## src/rtl/pico_mem_arbiter.sv

```systemverilog
// pico_mem_arbiter
//   Two-requester arbiter in front of a single PicoRV32-native memory port
//   (the port that feeds the FreeAHB adapter). Requester 0 is the picorv32
//   core; requester 1 is a secondary native-IF master (boot loader / debug DMA).
//   One transaction is outstanding at a time. Downstream request outputs are
//   registered, and the completion goes back only to the granted requester.
//
// Parameters
//   RR_EN          1 = round-robin between m0/m1, 0 = fixed priority (m0 wins)
//   TIMEOUT_CYCLES BUSY cycles before abort (2..65535), timeout build only
//   ERR_RDATA      read data returned on an aborted transaction
//
// Optional build macro
//   PICO_MEM_ARB_TIMEOUT_EN  enables the BUSY watchdog; when undefined the
//                            arbiter waits indefinitely and timeout_err is 0.
//
// Ports
//   HCLK, HRESET          clock (rising edge), async active-high reset
//   mN_valid/instr/addr/wdata/wstrb   request from requester N
//   mN_ready/rdata        one-cycle completion pulse and read data to N
//   s_valid/instr/addr/wdata/wstrb    registered downstream request
//   s_ready/s_rdata       downstream completion and read data
//   grant                 owning requester, valid while busy=1
//   busy                  transaction in flight (state != IDLE)
//   timeout_err           sticky abort flag, cleared only by reset
module pico_mem_arbiter #(
   parameter int unsigned RR_EN          = 1,
   parameter int unsigned TIMEOUT_CYCLES = 1024,
   parameter logic [31:0] ERR_RDATA      = 32'hDEAD_BEEF
) (
   input  logic        HCLK,
   input  logic        HRESET,
   input  logic        m0_valid,
   input  logic        m0_instr,
   input  logic [31:0] m0_addr,
   input  logic [31:0] m0_wdata,
   input  logic [3:0]  m0_wstrb,
   output logic        m0_ready,
   output logic [31:0] m0_rdata,
   input  logic        m1_valid,
   input  logic        m1_instr,
   input  logic [31:0] m1_addr,
   input  logic [31:0] m1_wdata,
   input  logic [3:0]  m1_wstrb,
   output logic        m1_ready,
   output logic [31:0] m1_rdata,
   output logic        s_valid,
   output logic        s_instr,
   output logic [31:0] s_addr,
   output logic [31:0] s_wdata,
   output logic [3:0]  s_wstrb,
   input  logic        s_ready,
   input  logic [31:0] s_rdata,
   output logic        grant,
   output logic        busy,
   output logic        timeout_err
);

   typedef enum logic [1:0] {IDLE, BUSY, DONE} state_t;

   state_t      state, state_nx;
   logic        last_grant, last_grant_nx;
   logic        grant_nx;
   logic        pick;
   logic        abort;
   logic        s_valid_nx, s_instr_nx;
   logic [31:0] s_addr_nx, s_wdata_nx;
   logic [3:0]  s_wstrb_nx;
   logic        m0_ready_nx, m1_ready_nx;
   logic [31:0] m0_rdata_nx, m1_rdata_nx;
   logic [31:0] done_rdata;

`ifdef PICO_MEM_ARB_TIMEOUT_EN
   localparam logic [15:0] TMO_LAST = 16'(TIMEOUT_CYCLES - 1);

   logic [15:0] tmo_cnt;

   // s_ready on the terminal count wins over the abort
   assign abort = (state == BUSY) && !s_ready && (tmo_cnt == TMO_LAST);

   // Held at zero while IDLE so it is already clear on entry to BUSY
   always_ff @(posedge HCLK or posedge HRESET) begin
      if (HRESET) begin
         tmo_cnt     <= '0;
         timeout_err <= 1'b0;
      end else begin
         if (state == IDLE)
            tmo_cnt <= '0;
         else if (state == BUSY && !s_ready)
            tmo_cnt <= tmo_cnt + 16'd1;
         if (abort)
            timeout_err <= 1'b1;
      end
   end
`else
   assign abort       = 1'b0;
   assign timeout_err = 1'b0;
`endif

   assign busy = (state != IDLE);

   // Winner selection; last_grant resets to 1 so m0 takes the first contention
   always_comb begin
      pick = 1'b0;
      if (m0_valid && m1_valid)
         pick = (RR_EN != 0) ? !last_grant : 1'b0;
      else if (m1_valid)
         pick = 1'b1;
   end

   assign done_rdata = s_ready ? s_rdata : ERR_RDATA;

   always_comb begin
      state_nx      = state;
      last_grant_nx = last_grant;
      grant_nx      = grant;
      s_valid_nx    = s_valid;
      s_instr_nx    = s_instr;
      s_addr_nx     = s_addr;
      s_wdata_nx    = s_wdata;
      s_wstrb_nx    = s_wstrb;
      m0_ready_nx   = 1'b0;
      m1_ready_nx   = 1'b0;
      m0_rdata_nx   = m0_rdata;
      m1_rdata_nx   = m1_rdata;

      case (state)
         IDLE: begin
            if (m0_valid || m1_valid) begin
               grant_nx   = pick;
               s_valid_nx = 1'b1;
               s_instr_nx = pick ? m1_instr : m0_instr;
               s_addr_nx  = pick ? m1_addr  : m0_addr;
               s_wdata_nx = pick ? m1_wdata : m0_wdata;
               s_wstrb_nx = pick ? m1_wstrb : m0_wstrb;
               state_nx   = BUSY;
            end
         end
         BUSY: begin
            if (s_ready || abort) begin
               s_valid_nx    = 1'b0;
               last_grant_nx = grant;
               state_nx      = DONE;
               if (grant) begin
                  m1_ready_nx = 1'b1;
                  m1_rdata_nx = done_rdata;
               end else begin
                  m0_ready_nx = 1'b1;
                  m0_rdata_nx = done_rdata;
               end
            end
         end
         // Ready pulse cycle; no arbitration so the served valid is not re-sampled
         DONE:    state_nx = IDLE;
         default: state_nx = IDLE;
      endcase
   end

   always_ff @(posedge HCLK or posedge HRESET) begin
      if (HRESET) begin
         state      <= IDLE;
         last_grant <= 1'b1;
         grant      <= 1'b0;
         s_valid    <= 1'b0;
         s_instr    <= 1'b0;
         s_addr     <= '0;
         s_wdata    <= '0;
         s_wstrb    <= '0;
         m0_ready   <= 1'b0;
         m1_ready   <= 1'b0;
         m0_rdata   <= '0;
         m1_rdata   <= '0;
      end else begin
         state      <= state_nx;
         last_grant <= last_grant_nx;
         grant      <= grant_nx;
         s_valid    <= s_valid_nx;
         s_instr    <= s_instr_nx;
         s_addr     <= s_addr_nx;
         s_wdata    <= s_wdata_nx;
         s_wstrb    <= s_wstrb_nx;
         m0_ready   <= m0_ready_nx;
         m1_ready   <= m1_ready_nx;
         m0_rdata   <= m0_rdata_nx;
         m1_rdata   <= m1_rdata_nx;
      end
   end

endmodule

```

## config.mk

```make
export PLATFORM = sky130hd
export DESIGN_NAME = pico_mem_arbiter
export DESIGN_NICKNAME = d
export VERILOG_FILES = /design/src/rtl/pico_mem_arbiter.sv
export SDC_FILE = /design/constraint.sdc
export NUM_CORES = 1
export LEC_CHECK = 0
export ABC_AREA = 1
export ABC_CLOCK_PERIOD_IN_PS = 14800
export CAP_MARGIN = 20
export CELL_PAD_IN_SITES_DETAIL_PLACEMENT = 0
export CELL_PAD_IN_SITES_GLOBAL_PLACEMENT = 1
export CORE_ASPECT_RATIO = 1.5
export CORE_MARGIN = 2
export CORE_UTILIZATION = 30
export DETAILED_ROUTE_END_ITERATION = 8
export GPL_TIMING_DRIVEN = 0
export PLACE_DENSITY = 0.91
export SETUP_SLACK_MARGIN = 0.2
export SYNTH_ARGS = -nofsm -noshare
export SYNTH_HDL_FRONTEND = slang
export SYNTH_SLANG_ARGS = --single-unit
```

## constraint.sdc

```tcl
create_clock -name HCLK -period 14.8 [get_ports HCLK]
set_input_delay 3.7 -clock HCLK [delete_from_list [all_inputs] [get_ports HCLK]]
set_output_delay 3.7 -clock HCLK [all_outputs]
set_load 0.01 [all_outputs]
```

==> flow_summary.json, run 1 <==
{
  "final-setup-viol-count": 0,
  "hold_path.class": "flop to flop",
  "initial_utilization_pct": 30.3,
  "powerDensity_nw_per_um2": 194,
  "worst-path-max-fanout": 4,
  "yosysMostFrequentCell": "sky130_fd_sc_hd__nand2_1",
  "worstSkewPairLatency_ns": 0.42,
  "cts_setup_buffers": 0,
  "tritoncts_clock_tree": "done",
  "fin_util_pct": 49.6,
  "synth_xor_area_share_pct": 0,
  "syn2layout_area_growth_pct": 63.6,
  "cp_cell_sequence": "inv_1 -> nand2_1 -> clkdlybuf4s50_1",
  "crit_path_max_incr_delay_ns": 0.57,
  "cp-end-kind": "output pin",
  "final_antenna_net_count": 0,
  "ios": 314,
  "drv.max_cap_violation_count": 0,
  "die_area_um2": 23000,
  "drive_gt1_share_pct": 5.74,
  "grt_setup_unrepaired": "false",
  "routedWlPerCell_um": 15.0,
  "initialDrtViolationCount": 308,
  "netlist.area_leader.share_pct": 53.2,
  "finalHoldViolations": 0,
  "hold_buffers": 0,
  "htree_levels": 4,
  "die_width_um": 124,
  "tightest_slew_ns": 0.646,
  "hpwl_um": 17000,
  "drt-pass1-iter-count": 5,
  "fp-row-count": 66,
  "instances_no_fill": 1476,
  "total_of_buffers_placed_on_input_and_output_ports": 311,
  "grt_util_all_layers_pct": 19.3,
  "setup_total_negative_slack_ns": 0,
  "post_cts_resized": 0,
  "clkSlewWorstSetupHoldPaths_ns": 0.06,
  "synth_enable_flop_cells": 0,
  "run_status": "complete, no violations",
  "synth.top_cells.by_count": "sky130_fd_sc_hd__nand2_1 (277), sky130_fd_sc_hd__inv_1 (177), sky130_fd_sc_hd__dfrtp_1 (139)",
  "final_area_um2": 10700,
  "power.leakage_nw": 5.53,
  "crit_required_ns": 11.10,
  "timing.final.max_slew_violations": 0,
  "fin_total_pwr_mw": 2.07,
  "clock_period_minus_worst_slack_ns": 5.24,
  "layout_worst_path_cycle_share_pct": 35.4,
  "async_reset_ff_share_pct": 100,
  "synthesis.area_per_instance_um2": 7.60,
  "vdd_ir_drop_max_v": 0.0000872,
  "gp_routability_congestion": 0.835,
  "path_class": "flop to output pin",
  "antenna_found_initial": 0,
  "grt_max_degree": 76,
  "die-height_um": 185,
  "ys.flop_type": "sky130_fd_sc_hd__dfrtp_1",
  "grt_overflow_total": 0,
  "final.setup_skew_ns": 0.00849,
  "core-area_um2": 21600,
  "ys_warn_count": 0,
  "critical_path_arrival_ns": 1.54,
  "cts_root_buf": "sky130_fd_sc_hd__clkbuf_16",
  "tritoncts.num_buffers": 17,
  "synth_top_family_by_area": "simple AND/OR/NAND/NOR gates",
  "fraction_of_the_mapped_netlist_area_in_simple_logic_gates_pct": 27.0,
  "grt_first_pass_wirelength_um": 34700,
  "synth_area_leader_cell": "sky130_fd_sc_hd__dfrtp_1",
  "postPlaceCellArea_um2": 10000,
  "vias_per_cell": 4.45,
  "register_bit_total_from_synthesis": 140,
  "syn_area_um2": 6530,
  "yosys-mux-area-fraction_pct": 0,
  "netlist_instances": 860,
  "number_of_global_route_vias_before_repair": 6594,
  "cpMaxStageDelayCell": "sky130_fd_sc_hd__clkdlybuf4s50_1",
  "synth_seq_area_share_pct": 53.6,
  "cts_sinks": 140,
  "max_freq_mhz": 191,
  "remaining_drc_errors": 0,
  "num_vias": 6573,
  "synth_fa_ha_area_share_pct": 0,
  "synth_cell_types": 17,
  "final_net_count": 1366,
  "dp_cells": 1444,
  "synth_nets": 1035,
  "clk_path_buf_depth": 2,
  "maxSlewHeadroom_pct": 56.9,
  "synthTopCellsByArea": "sky130_fd_sc_hd__dfrtp_1 (53%), sky130_fd_sc_hd__nand2_1 (16%), sky130_fd_sc_hd__nand3_1 (11%)",
  "critical_path.startpoint_type": "flop",
  "totalWireLength_um": 22200,
  "synth_compound_gate_area_share_pct": 5.31
}
-- layout make-up --
cell class              count  area (um^2)
diodes                      1         2.50
plain buffers              51          248
clock buffers              20          447
clock inverters            11          216
fillers                  2105        10900
inverters                 177          669
multi-input cells         492         2120
flip-flops and latches    140         3500
well taps                 272          340
repair buffers            312         3140
-- routing by layer --
| metal | track usage [%] | part of all wire (%) | vias up |
|---|---|---|---|
| met5 | 0 | 0 | - |
| met3 | 6.18 | 6.6 | 48 |
| li1 | - | - | 3252 |
| met1 | 20.9 | 38 | 3029 |
| met4 | 9.12 | 3.7 | 0 |
| met2 | 34.3 | 51 | 244 |
-- power by group --
group,internal [mW],switching [mW]
logic,0.469,0.453
clock network,0.320,0.164
registers,0.568,0.0999
total,1.36,0.717
-- kinds of logic after synthesis --
group,Yosys count
compound gates,68
buf+inv,228
flops,140
other cells,1
simple gates,423
-- stage by stage --
step	hold WS, ns	setup slack, ns
global placement	0.462	5.26
finish	0.475	9.56
CTS	0.480	9.52
detailed placement	0.464	9.21
floorplan	0.516	7.35
global route	0.495	9.48
-- critical path: cells and delay by family, from the launching register on --
family	cells	cell delay, ns
buf+inv	2	0.62
flops	1	0.39
simple gates	1	0.11
-- flip-flops by register name, summed over array words and instances, names as in the netlist, 2 cells and up --
register and count:
s_wstrb 4, state 2, m1_rdata 32, s_wdata 32, m0_rdata 32, s_addr 32
-- worst paths after layout --
kind / cells after the start / endpoint / slack (ns) / start
worst max-delay path: 3 / busy / 9.56 / state[0]
worst min-delay path: 2 / s_wdata[11] / 0.48 / s_wdata[11]
worst max register to register: 6 / s_addr[16] / 12.95 / last_grant
worst min register to register: 2 / s_wdata[11] / 0.48 / s_wdata[11]
max in group asynchronous: 3 / s_wdata[12] / 10.27 / HRESET
min in group asynchronous: 2 / m1_rdata[4] / 3.74 / HRESET
-- placed cells by master (no fill, tap or decap), drive strengths merged --
cell type,count
bufinv,6
diode,1
buf,39
dfstp,1
inv,177
nand2,277
o21a,1
conb,1
dfrtp,139
clkinv,5
clkbuf,33
clkdlybuf4s50,311
nand3,138
nor2,7
o21ai,67
nand4,1
Power figures use the tool's default switching activity.
==> run 2, diff against run 1 <==
ABC_CLOCK_PERIOD_IN_PS = 4500   (was 14800)
CORE_UTILIZATION = 26   (was 30)
PLACE_DENSITY = 0.84   (was 0.91)
clock period = 4.5 ns   (was 14.8 ns; I/O delays follow)
==> run 2 against run 1 <==
Against the previous run:
- sequential cell count did not move
- clock power increased to 2.8 times the previous value
- combinational power grew to 3.3 times the previous value
- largest power group unchanged
==> flow_summary.json, run 2 (synthesis results as in run 1) <==
{
  "routedWlPerCell_um": 14.8,
  "vias_per_cell": 4.23,
  "tritoncts.num_buffers": 17,
  "power.leakage_nw": 5.48,
  "core-area_um2": 24900,
  "worstRegToRegCells": 6,
  "whs_path_depth": 2,
  "antenna_cells": 0,
  "grt_first_pass_wirelength_um": 35400,
  "critical_path.startpoint_type": "flop",
  "critical_path_arrival_ns": 1.55,
  "worst_setup_path_startpoint": "state[0]",
  "final_area_um2": 10700,
  "timing.final.max_slew_violations": 0,
  "fillCellCount": 2561,
  "final_antenna_net_count": 0,
  "finalHoldViolations": 0,
  "crit_required_ns": 3.38,
  "post_cts_resized": 0,
  "remaining_drc_errors": 0,
  "setup_total_negative_slack_ns": 0,
  "cts_sinks": 140,
  "initialDrtViolationCount": 184,
  "total_of_buffers_placed_on_input_and_output_ports": 311,
  "tritoncts_clock_tree": "done",
  "timing.final.ws_setup_ns": 1.83,
  "tightest_slew_ns": 0.673,
  "worst_hold_slack_across_all_endpoints_ns": 0.476,
  "ios": 314,
  "cp-end-kind": "output pin",
  "totalWireLength_um": 22700,
  "syn2layout_area_growth_pct": 63.4,
  "num_vias": 6491,
  "dp_cells": 1502,
  "number_of_global_route_vias_before_repair": 6512,
  "worstSkewPairLatency_ns": 0.43,
  "cts_setup_buffers": 0,
  "worst-path-max-fanout": 4,
  "cts_root_buf": "sky130_fd_sc_hd__clkbuf_16",
  "fp-row-count": 71,
  "cp_cell_sequence": "inv_1 -> nand2_1 -> clkdlybuf4s50_1",
  "grt_util_all_layers_pct": 17.4,
  "route.layer.met1.wl_um": 8860,
  "highest-signal-layer": "met4",
  "antenna_found_initial": 0,
  "grt_setup_unrepaired": "false",
  "powerDensity_nw_per_um2": 615,
  "htree_levels": 4,
  "hpwl_um": 17800,
  "final_net_count": 1368,
  "hold_path.class": "flop to flop",
  "grt_overflow_total": 0,
  "layout_worst_path_cycle_share_pct": 59.4,
  "drive_gt1_share_pct": 6.14,
  "cp-endpoint": "busy",
  "regToRegEndpoint": "s_addr[12]",
  "vdd_ir_drop_max_v": 0.000259,
  "grt_max_degree": 41,
  "fin_total_pwr_mw": 6.56,
  "drt-pass1-iter-count": 4,
  "detailedPlace.worstSlack_ns": 1.40,
  "clkSlewWorstSetupHoldPaths_ns": 0.07,
  "clock_period_minus_worst_slack_ns": 2.67,
  "layout.cells.most_common": "sky130_fd_sc_hd__clkdlybuf4s50_1",
  "final.setup_skew_ns": 0.00858,
  "die_width_um": 133,
  "initial_utilization_pct": 26.3,
  "postPlaceCellArea_um2": 10100,
  "met2WireLength_um": 11900,
  "instances_no_fill": 1534,
  "gp_routability_congestion": 0.798,
  "drv.max_cap_violation_count": 0,
  "dr_wl_met3_um": 1480,
  "max_freq_mhz": 374,
  "fin_util_pct": 42.9,
  "die-height_um": 198,
  "clk_path_buf_depth": 2,
  "path_class": "flop to output pin",
  "maxSlewHeadroom_pct": 55.0,
  "hold_buffers": 0,
  "cpMaxStageDelayCell": "sky130_fd_sc_hd__clkdlybuf4s50_1",
  "run_status": "complete, no violations",
  "crit_path_max_incr_delay_ns": 0.58,
  "regToRegSetupSlack_ns": 2.68,
  "die_area_um2": 26400,
  "mostFrequentLayoutCells": "sky130_fd_sc_hd__clkdlybuf4s50_1 (311), sky130_fd_sc_hd__nand2_1 (277), sky130_fd_sc_hd__inv_1 (176), sky130_fd_sc_hd__dfrtp_1 (139), sky130_fd_sc_hd__nand3_1 (138)",
  "final-setup-viol-count": 0,
  "r2r_startpoint": "last_grant"
}
-- run 2: changes by cell type in the layout (fill, tap and decap cells not counted), sizes merged --
| cell | before | now |
|---|---|---|
| diode | 1 | 0 |
| bufinv | 6 | 0 |
| clkinvlp | 0 | 4 |
| clkbuf | 33 | 30 |
| buf | 39 | 41 |
| inv | 177 | 183 |
-- run 2: worst max-delay path: cells and delay by family (launching register included) --
family                 cells  cell delay (ns)
DFF                        1             0.39
and+or+nand+nor            1             0.11
buffers and inverters      2             0.63
-- run 2: where the power goes --
part | internal, mW | switching, mW
Sequential | 1.87 | 0.335
Combinational | 1.54 | 1.48
Clock | 0.724 | 0.612
-- run 2: worst min path at each step --
stage	to	from	slack (ns)
2_1_floorplan	s_addr[0]	s_addr[0]	0.52
3_5_place_dp	s_addr[22]	s_addr[22]	0.46
4_1_cts	s_addr[22]	s_addr[22]	0.48
6_report	s_wdata[2]	s_wdata[2]	0.48
5_1_grt	s_wdata[4]	s_wdata[4]	0.50
3_3_place_gp	s_addr[16]	s_addr[16]	0.46
-- run 2: area by class of cell --
cell class                 count  area (um^2)  area share (%)
tap                          328          410            3.84
inverter                     177          668            6.26
multi-input combinational    492         2120            19.8
clock buffer                  17          425            3.98
timing repair buffer         314         3170            29.7
sequential                   140         3500            32.8
clock inverter                15          131            1.23
buffer                        51          248            2.32
-- run 2: per-layer routing --
metal  global-route usage (%)  vias to the layer above
met5                        0                        -
met4                     5.59                        0
met3                     5.04                       22
met2                     32.1                      236
met1                     19.0                     2967
li1                         -                     3266
